[config.mk]
export PLATFORM = sky130hd
export DESIGN_NAME = axis_frame_fitter_flat
export DESIGN_NICKNAME = d
export VERILOG_FILES = /design/src/rtl/axis_frame_fitter_if.sv /design/src/rtl/axis_frame_fitter.sv /design/src/flat_wrapper.sv
export SDC_FILE = /design/constraint.sdc
export NUM_CORES = 1
export LEC_CHECK = 0
export ABC_AREA = 1
export ABC_CLOCK_PERIOD_IN_PS = 4400
export BUFFER_PORTS_ARGS = -buffer_cell sky130_fd_sc_hd__buf_2
export CELL_PAD_IN_SITES_DETAIL_PLACEMENT = 0
export CELL_PAD_IN_SITES_GLOBAL_PLACEMENT = 2
export CORE_UTILIZATION = 31
export CTS_BUF_LIST = sky130_fd_sc_hd__clkbuf_4
export DETAILED_ROUTE_END_ITERATION = 10
export PLACE_DENSITY_LB_ADDON = 0.1
export SETUP_SLACK_MARGIN = 0.1
export SLEW_MARGIN = 15
export SYNTH_ARGS = -nofsm -noshare
export SYNTH_HDL_FRONTEND = slang
export SYNTH_SLANG_ARGS = --single-unit
export TNS_END_PERCENT = 20
[constraint.sdc]
create_clock -name aclk -period 4.4 [get_ports aclk]
set_input_delay 0.88 -clock aclk [delete_from_list [all_inputs] [get_ports aclk]]
set_output_delay 0.88 -clock aclk [all_outputs]
set_load 0.03 [all_outputs]
[src/rtl/axis_frame_fitter_if.sv]
// AXI4-Stream video channel: valid/ready handshake, start-of-frame (tuser) and end-of-line (tlast).
interface axis_frame_fitter_if #(
    parameter int DATA_W = 8
);
    logic              tvalid;
    logic              tready;
    logic              tuser;
    logic              tlast;
    logic [DATA_W-1:0] tdata;

    modport master (output tvalid, tuser, tlast, tdata, input tready);
    modport slave  (input tvalid, tuser, tlast, tdata, output tready);
endinterface

[src/rtl/axis_frame_fitter.sv]
// Forces every output frame to exactly img_width x img_height pixels (pad short, cut long, fill early-ended).
// Optional statistics counters are built when AXIS_FRAME_FITTER_STATS_EN is defined.
module axis_frame_fitter #(
    parameter int                         C_PIXEL_WIDTH = 8,
    parameter int                         C_IMG_WBITS   = 12,
    parameter int                         C_IMG_HBITS   = 12,
    parameter logic [C_PIXEL_WIDTH-1:0]   C_PAD_VALUE   = '0
) (
    input  logic                   aclk,
    input  logic                   areset,
    input  logic [C_IMG_WBITS-1:0] img_width,
    input  logic [C_IMG_HBITS-1:0] img_height,
    axis_frame_fitter_if.slave     s_axis,
    axis_frame_fitter_if.master    m_axis,
    output logic                   frame_done,
    output logic [15:0]            pad_count,
    output logic [15:0]            drop_count
);
    typedef enum logic [2:0] {S_IDLE, S_ACTIVE, S_PAD, S_DROP, S_FILL} state_t;

    state_t                   state_q, state_d;
    logic [C_IMG_WBITS-1:0]   col_q, col_d, w_q, w_d, cur_w;
    logic [C_IMG_HBITS-1:0]   row_q, row_d, h_q, h_d, cur_h;
    logic                     vld_q, vld_d, user_q, user_d, last_q, last_d;
    logic                     final_q, final_d, done_q, done_d;
    logic [C_PIXEL_WIDTH-1:0] data_q, data_d;
    logic                     load, s_ready, emit, emit_pad, in_last, at_eol, at_eof;
    logic                     pad_evt, drop_evt;

    always_comb begin
        state_d  = state_q;
        col_d    = col_q;
        row_d    = row_q;
        w_d      = w_q;
        h_d      = h_q;
        vld_d    = vld_q;
        user_d   = user_q;
        last_d   = last_q;
        data_d   = data_q;
        final_d  = final_q;
        s_ready  = 1'b0;
        emit     = 1'b0;
        emit_pad = 1'b0;
        in_last  = 1'b0;
        pad_evt  = 1'b0;
        drop_evt = 1'b0;
        cur_w    = w_q;
        cur_h    = h_q;
        load     = !vld_q || m_axis.tready;
        done_d   = vld_q && m_axis.tready && final_q;

        unique case (state_q)
            S_IDLE: begin
                // Stray pixels are swallowed freely; the sof pixel waits for the output register.
                s_ready = !s_axis.tuser || load;
                if (s_axis.tvalid) begin
                    if (!s_axis.tuser) begin
                        drop_evt = 1'b1;
                    end else if (load) begin
                        if (img_width == '0 || img_height == '0) begin
                            drop_evt = 1'b1;
                        end else begin
                            w_d     = img_width;
                            h_d     = img_height;
                            cur_w   = img_width;
                            cur_h   = img_height;
                            emit    = 1'b1;
                            in_last = s_axis.tlast;
                        end
                    end
                end
            end
            S_ACTIVE: begin
                s_ready = !s_axis.tuser && load;
                if (s_axis.tvalid) begin
                    if (s_axis.tuser) begin
                        state_d = S_FILL;
                    end else if (load) begin
                        emit    = 1'b1;
                        in_last = s_axis.tlast;
                    end
                end
            end
            S_PAD, S_FILL: begin
                if (load) begin
                    emit     = 1'b1;
                    emit_pad = 1'b1;
                    pad_evt  = 1'b1;
                end
            end
            S_DROP: begin
                s_ready = !s_axis.tuser;
                if (s_axis.tvalid) begin
                    if (s_axis.tuser) begin
                        state_d = S_FILL;
                    end else begin
                        drop_evt = 1'b1;
                        if (s_axis.tlast) state_d = S_ACTIVE;
                    end
                end
            end
            default: state_d = S_IDLE;
        endcase

        at_eol = (col_q == cur_w - C_IMG_WBITS'(1));
        at_eof = at_eol && (row_q == cur_h - C_IMG_HBITS'(1));

        if (emit) begin
            vld_d   = 1'b1;
            data_d  = emit_pad ? C_PAD_VALUE : s_axis.tdata;
            user_d  = (row_q == '0) && (col_q == '0);
            last_d  = at_eol;
            final_d = at_eof;
            if (at_eol) begin
                col_d = '0;
                row_d = at_eof ? '0 : row_q + C_IMG_HBITS'(1);
            end else begin
                col_d = col_q + C_IMG_WBITS'(1);
            end
            if (at_eof)
                state_d = S_IDLE;
            else if (state_q == S_FILL)
                state_d = S_FILL;
            else if (state_q == S_PAD)
                state_d = at_eol ? S_ACTIVE : S_PAD;
            else if (at_eol)
                state_d = in_last ? S_ACTIVE : S_DROP;
            else
                state_d = in_last ? S_PAD : S_ACTIVE;
        end else if (load) begin
            vld_d = 1'b0;
        end
    end

    always_ff @(posedge aclk or posedge areset) begin
        if (areset) begin
            state_q <= S_IDLE;
            col_q   <= '0;
            row_q   <= '0;
            w_q     <= '0;
            h_q     <= '0;
            vld_q   <= 1'b0;
            user_q  <= 1'b0;
            last_q  <= 1'b0;
            data_q  <= '0;
            final_q <= 1'b0;
            done_q  <= 1'b0;
        end else begin
            state_q <= state_d;
            col_q   <= col_d;
            row_q   <= row_d;
            w_q     <= w_d;
            h_q     <= h_d;
            vld_q   <= vld_d;
            user_q  <= user_d;
            last_q  <= last_d;
            data_q  <= data_d;
            final_q <= final_d;
            done_q  <= done_d;
        end
    end

    // Ready is combinational, so it is masked while reset is held.
    assign s_axis.tready = s_ready && !areset;
    assign m_axis.tvalid = vld_q;
    assign m_axis.tuser  = user_q;
    assign m_axis.tlast  = last_q;
    assign m_axis.tdata  = data_q;
    assign frame_done    = done_q;

`ifdef AXIS_FRAME_FITTER_STATS_EN
    logic [15:0] pad_cnt_q, pad_cnt_d, drop_cnt_q, drop_cnt_d;

    function automatic logic [15:0] sat_inc(input logic [15:0] v, input logic en);
        return (en && v != 16'hFFFF) ? v + 16'd1 : v;
    endfunction

    always_comb begin
        pad_cnt_d  = sat_inc(pad_cnt_q, pad_evt);
        drop_cnt_d = sat_inc(drop_cnt_q, drop_evt);
    end

    always_ff @(posedge aclk or posedge areset) begin
        if (areset) begin
            pad_cnt_q  <= '0;
            drop_cnt_q <= '0;
        end else begin
            pad_cnt_q  <= pad_cnt_d;
            drop_cnt_q <= drop_cnt_d;
        end
    end

    assign pad_count  = pad_cnt_q;
    assign drop_count = drop_cnt_q;
`else
    logic unused_evt;
    assign unused_evt = pad_evt ^ drop_evt;
    assign pad_count  = '0;
    assign drop_count = '0;
`endif
endmodule

[src/flat_wrapper.sv]
// flat-port wrapper written by rule: the top's interface ports become plain ports
module axis_frame_fitter_flat 
#(
    parameter int                         C_PIXEL_WIDTH = 8,
    parameter int                         C_IMG_WBITS   = 12,
    parameter int                         C_IMG_HBITS   = 12,
    parameter logic [C_PIXEL_WIDTH-1:0]   C_PAD_VALUE   = '0
)
  (aclk, areset, img_width, img_height, frame_done, pad_count, drop_count, s_axis_tvalid, s_axis_tuser, s_axis_tlast, s_axis_tdata, s_axis_tready, m_axis_tvalid, m_axis_tuser, m_axis_tlast, m_axis_tdata, m_axis_tready);
  axis_frame_fitter_if #(.DATA_W(8)) s_axis_i ();
  axis_frame_fitter_if #(.DATA_W(8)) m_axis_i ();
  input  logic aclk;
  input  logic areset;
  input  logic [C_IMG_WBITS-1:0] img_width;
  input  logic [C_IMG_HBITS-1:0] img_height;
  output logic frame_done;
  output logic [15:0] pad_count;
  output logic [15:0] drop_count;
  input wire logic [$bits(s_axis_i.tvalid)-1:0] s_axis_tvalid;
  input wire logic [$bits(s_axis_i.tuser)-1:0] s_axis_tuser;
  input wire logic [$bits(s_axis_i.tlast)-1:0] s_axis_tlast;
  input wire logic [$bits(s_axis_i.tdata)-1:0] s_axis_tdata;
  output wire logic [$bits(s_axis_i.tready)-1:0] s_axis_tready;
  output wire logic [$bits(m_axis_i.tvalid)-1:0] m_axis_tvalid;
  output wire logic [$bits(m_axis_i.tuser)-1:0] m_axis_tuser;
  output wire logic [$bits(m_axis_i.tlast)-1:0] m_axis_tlast;
  output wire logic [$bits(m_axis_i.tdata)-1:0] m_axis_tdata;
  input wire logic [$bits(m_axis_i.tready)-1:0] m_axis_tready;
  assign s_axis_i.tvalid = s_axis_tvalid;
  assign s_axis_i.tuser = s_axis_tuser;
  assign s_axis_i.tlast = s_axis_tlast;
  assign s_axis_i.tdata = s_axis_tdata;
  assign s_axis_tready = s_axis_i.tready;
  assign m_axis_tvalid = m_axis_i.tvalid;
  assign m_axis_tuser = m_axis_i.tuser;
  assign m_axis_tlast = m_axis_i.tlast;
  assign m_axis_tdata = m_axis_i.tdata;
  assign m_axis_i.tready = m_axis_tready;
  axis_frame_fitter #(.C_PIXEL_WIDTH(C_PIXEL_WIDTH), .C_IMG_WBITS(C_IMG_WBITS), .C_IMG_HBITS(C_IMG_HBITS), .C_PAD_VALUE(C_PAD_VALUE)) u_core (.aclk(aclk), .areset(areset), .img_width(img_width), .img_height(img_height), .s_axis(s_axis_i), .m_axis(m_axis_i), .frame_done(frame_done), .pad_count(pad_count), .drop_count(drop_count));
endmodule
# == Word-level counts from Yosys, hierarchy flattened ==
# Cells that the tools add are included.
# W data, S select, Z words.
# word_totals
output_inout_bits,45
elab_cells,95
input_bits,38
regBits,64
# op_classes
n_reduce_logical,22
n_eq_ne,11
addsub,4
muxes,47
# op_table
cell,count
$mux W12,12
$logic_not A12 Y1,4
$mux W3,10
$add A12 B1 Y12 const B,2
$eq A12 B12 Y1,2
$sub A12 B1 Y12 const B,2
$mux W1,17
$ne A3 B2 Y1 const B,3
$pmux W3 S3,1
$mux W8,1
$eq A3 B2 Y1 const B,2
$logic_and A1 B1 Y1,6
$mux W2,3
$pmux W1 S3,2
$reduce_and A5 Y1,1
$ne A4 B3 Y1 const B,1
$eq A3 B1 Y1 const B,1
$eq A3 B3 Y1 const B,1
$logic_not A1 Y1,3
$logic_not A3 Y1,1
$logic_or A1 B1 Y1,3
$reduce_or A3 Y1,1
$ne A2 B1 Y1 const B,1
$pmux W1 S2,1
3 further kinds,3

# == Longest topological paths before layout ==
# depth
ltp_word,14
ltp_mapped,25
depth_no_buf,23

# == Worst setup path before layout ==
# OpenSTA, ideal clock, no wires.
# synth_timing
path_type,input to output
from,input areset
to,output s_axis_tready
required_time_ns,3.520
path_buffers,0
arrival_time_ns,2.594
cell_stages,3
setup_slack_ns,0.926
path_cell_list,inv_1 -> nand2_1 -> inv_1
# synth_via
elab_chain_len,2
# synth_rtl
item,line,text
from (decl),flat_wrapper.sv:13,input logic areset;
$logic_not A1 Y1 (no line),--,
$logic_and A1 B1 Y1,axis_frame_fitter.sv:164,assign s_axis.tready = s_ready && !areset;
to (decl),flat_wrapper.sv:23,output wire logic [$bits(s_axis_i.tready)-1:0] s_axis_tready;
# No other way between the ends.

# == Worst setup path after layout ==
# layout_timing
from,input m_axis_tready
to,register u_core.row_q[5]
# layout_via
elab_chain_len,9
word_cells_on_any_way,23
cone_classes,2 x add/sub; 2 x eq/ne; 16 x mux; 3 x reduce/logical
# layout_rtl
item,line,text
from (decl),flat_wrapper.sv:28,input wire logic [$bits(m_axis_i.tready)-1:0] m_axis_tready;
$logic_or A1 B1 Y1 (*),axis_frame_fitter.sv:49,load = !vld_q || m_axis.tready;
$mux W12,axis_frame_fitter.sv:59,end else if (load) begin
$mux W12,axis_frame_fitter.sv:57,if (!s_axis.tuser) begin
$mux W12,axis_frame_fitter.sv:56,if (s_axis.tvalid) begin
$mux W12,axis_frame_fitter.sv:52,unique case (state_q)
$sub A12 B1 Y12 (on tied branches),"axis_frame_fitter.sv:105, axis_frame_fitter.sv:106",
$eq A12 B12 Y1 (on tied branches),"axis_frame_fitter.sv:105, axis_frame_fitter.sv:106",
$logic_and A1 B1 Y1,axis_frame_fitter.sv:106,at_eof = at_eol && (row_q == cur_h - C_IMG_HBITS'(1));
$mux W12,axis_frame_fitter.sv:116,row_d = at_eof ? '0 : row_q + C_IMG_HBITS'(1);
to (signal assigned),axis_frame_fitter.sv:151,row_q <= row_d;
to (decl),axis_frame_fitter.sv:23,"logic [C_IMG_HBITS-1:0] row_q, row_d, h_q, h_d, cur_h;"
# Mark *: on every way between the ends. The rest lies on a longest branch, timed or not.
# A chain may end at the register's enable or synchronous reset.

==> run summary <==
die width = 128 um
RSZ-0062 raised after global routing = no
Hold/Removal Path Class = flop to flop
Net Sw Frac = 49.5%
VDD IR-drop max = 0.000301 V
Setup CP Type = primary input to flop
CTS clk-pin slew, worst paths = 0.11 ns
routed via count = 4,243
Seq/Total Area, Yosys = 32.5%
max-cap violations = 0
H-tree levels = 3
core box area = 15,400 sq um
min Tclk post-route = 3.35 ns
sequential share of power = 30.1%
hpwl dp = 9900 um
#FFs+latches synth = 64
CP endpoint kind = flop
CTS Buffer Depth = 2
Pleak = 0.00283 uW
Inserted Diodes = 0
P_int = 1540 uW
starting density of the core = 32.1%
Max transition margin = 43.1%
Syn-to-layout area delta = 9.47%
TritonCTS Buffers = 9
cell taking the most area after synthesis = dfrtp_1
post-CTS setup buffer count = 0
number of synthesized flops with an enable pin = 0
ys flop type = dfrtp_1
Pre-Repair DR Iteration Count = 4
Final nets = 794
cells after synthesis = 698
status = finished, final reports clean
DR vias/cell = 4.40
CTS tree = done
Synth top area share = 32.5%
Final Non-Filler Cells = 965
Startpoint Class = primary input
GRT Total Usage = 16.0%
drt drc = 0
Final Skew = 0.00962 ns
final hold viol count = 0
YS warnings = 0
cts hold-fix bufs = 0
Die Y = 128 um
most common cell in the netlist = nand2_1
routability congestion estimate from global placement = 0.756
Wirelength per Cell = 12.7 um
Clock power frac = 15.0%
Cell Rows = 45
initial antenna violation count = 0
Gate power share = 54.9%
max-slew violation count = 0
Post-synth top cells = 188 x nand2_1, 105 x inv_1, 64 x dfrtp_1
die area = 16,400 sq um
Post-Syn Area per Cell = 7.06 sq um
Required @ worst endpoint = 4.72 ns
largest net degree at the start of global routing = 65
routed wire length = 12,300 um
CP max FO = 14
vias in the first global route = 4,004
Routed Antenna Nets = 0
CTS resizes = 0
Iter 0 DRT Violations = 187
setup violators final = 0
Worst-Margin Slew = 0.853 ns
Final Cycle Share = 76.2%
Power Density = 564 nW/um^2
P_sw = 1510 uW
Skew-Pair Late Insertion Delay = 0.43 ns
IO Pins = 83
share of layout cells above drive strength 1 = 18.2%
Peak Freq = 0.298 GHz
synthesized cell area = 4930 sq um
Async SR Flop Fraction = 100%
placed insts = 950
CTS Root Buffer Type = clkbuf_4
Cell variety after synth = 46
Port Buf Inserts = 50
setup_tns = 0 ns
global-route wire length before repair = 20,300 um
Crit path arrival time = 3.67 ns
synth top area cells = dfrtp_1 32%, nand2_1 14%, inv_1 8.0%
CTS sink count = 64
total gr overflow = 0
kinds of logic after synthesis:
kind of cell             share of synthesized area, %
other                                          0.0761
AO/OA/AOI/OAI                                    4.29
XOR/XNOR                                         3.73
buffers and inverters                            16.2
AND/OR/NAND/NOR                                  41.6
adder cells (fa/ha/maj)                          1.52
flip-flops                                       32.5
state kept, by name, summed over array words and instances, names as in the netlist, 3 cells and up:
name / count
u_core.col_q: 12
u_core.h_q: 12
u_core.row_q: 12
u_core.w_q: 12
u_core.m_axis.tdata: 8
u_core.state_q: 3
power by group through the flow:
| stage | sequential (uW) | combinational, uW | clock (uW) |
|---|---|---|---|
| finish | 915 | 1670 | 457 |
| global route | 943 | 1900 | 506 |
| CTS | 913 | 1690 | 485 |
| detailed placement | 922 | 1680 | 0 |
| global placement | 922 | 1670 | 0 |
| floorplan | 973 | 1290 | 0 |
cells in the final DEF, fill, tap and decap left out, types with 8 or more instances in the layout:
master / count
a22o_1: 8
buf_2: 50
clkbuf_4: 9
conb_1: 32
dfrtp_1: 64
inv_1: 104
nand2_1: 188
nand2_2: 27
nand3_1: 58
nand4_1: 40
nor2_1: 48
nor2_4: 10
nor3_1: 12
xor2_1: 18
per-stage QoR:
| stage | hold slack (ns) | worst slack [ns] | utilization [%] | total power [uW] | area [sq um] |
|---|---|---|---|---|---|
| after floorplan | 0.451 | 0.926 | - | 2260 | 5050 |
| after global placement | 0.473 | 0.575 | 34.1 | 2590 | 5250 |
| after detailed placement | 0.478 | 0.515 | 34.1 | 2600 | 5250 |
| after CTS | 0.513 | 1.01 | 35.1 | 3090 | 5400 |
| after global routing | 0.538 | 0.726 | 35.1 | 3350 | 5400 |
| final | 0.505 | 1.05 | 35.1 | 3040 | 5400 |
critical path: stages:
cell     delay [ns]
buf_2          0.08
inv_2          0.03
nand2_2        0.10
nand2_2        0.13
nor2_4         0.27
nand3_4        0.21
nand2_1        0.10
nand2_1        0.14
ha_1           0.34
xor2_1         0.14
nand3_1        0.12
nor3_1         0.29
nand4_1        0.20
nor2_4         0.24
nand2_1        0.23
nand2_1        0.11
nand2_1        0.06
worst paths after layout:
path	from	endpoint	slack, ns	cells past startpoint
max	m_axis_tready	u_core.row_q[5]	1.05	17
min	u_core.m_axis.tdata[3]	u_core.m_axis.tdata[3]	0.51	1
max reg2reg	u_core.state_q[1]	u_core.row_q[5]	1.09	15
min reg2reg	u_core.m_axis.tdata[3]	u_core.m_axis.tdata[3]	0.51	1
max in group asynchronous	areset	u_core.w_q[4]	3.10	3
min in group asynchronous	areset	u_core.m_axis.tdata[6]	0.75	3
layer usage:
metal / wire length [um] / track usage [%] / vias to the layer above / share of wire (%)
met3: 383 / 2.13 / 11 / 3.1
met1: 6750 / 23.7 / 1880 / 55
met2: 5020 / 23.6 / 99 / 41
met5: 0 / 0 / - / 0
li1: - / - / 2253 / -
met4: 147 / 5.88 / 0 / 1.2
final cells by class:
type	count	area, sq um
Clock buffer	9	67.6
Clock inverter	6	83.8
Fill cell	1743	9970
Inverter	115	433
Multi-Input combinational cell	503	2640
Sequential cell	64	1600
Tap cell	211	264
Timing Repair Buffer	57	303
No activity file was read; power rests on OpenSTA's default activity.
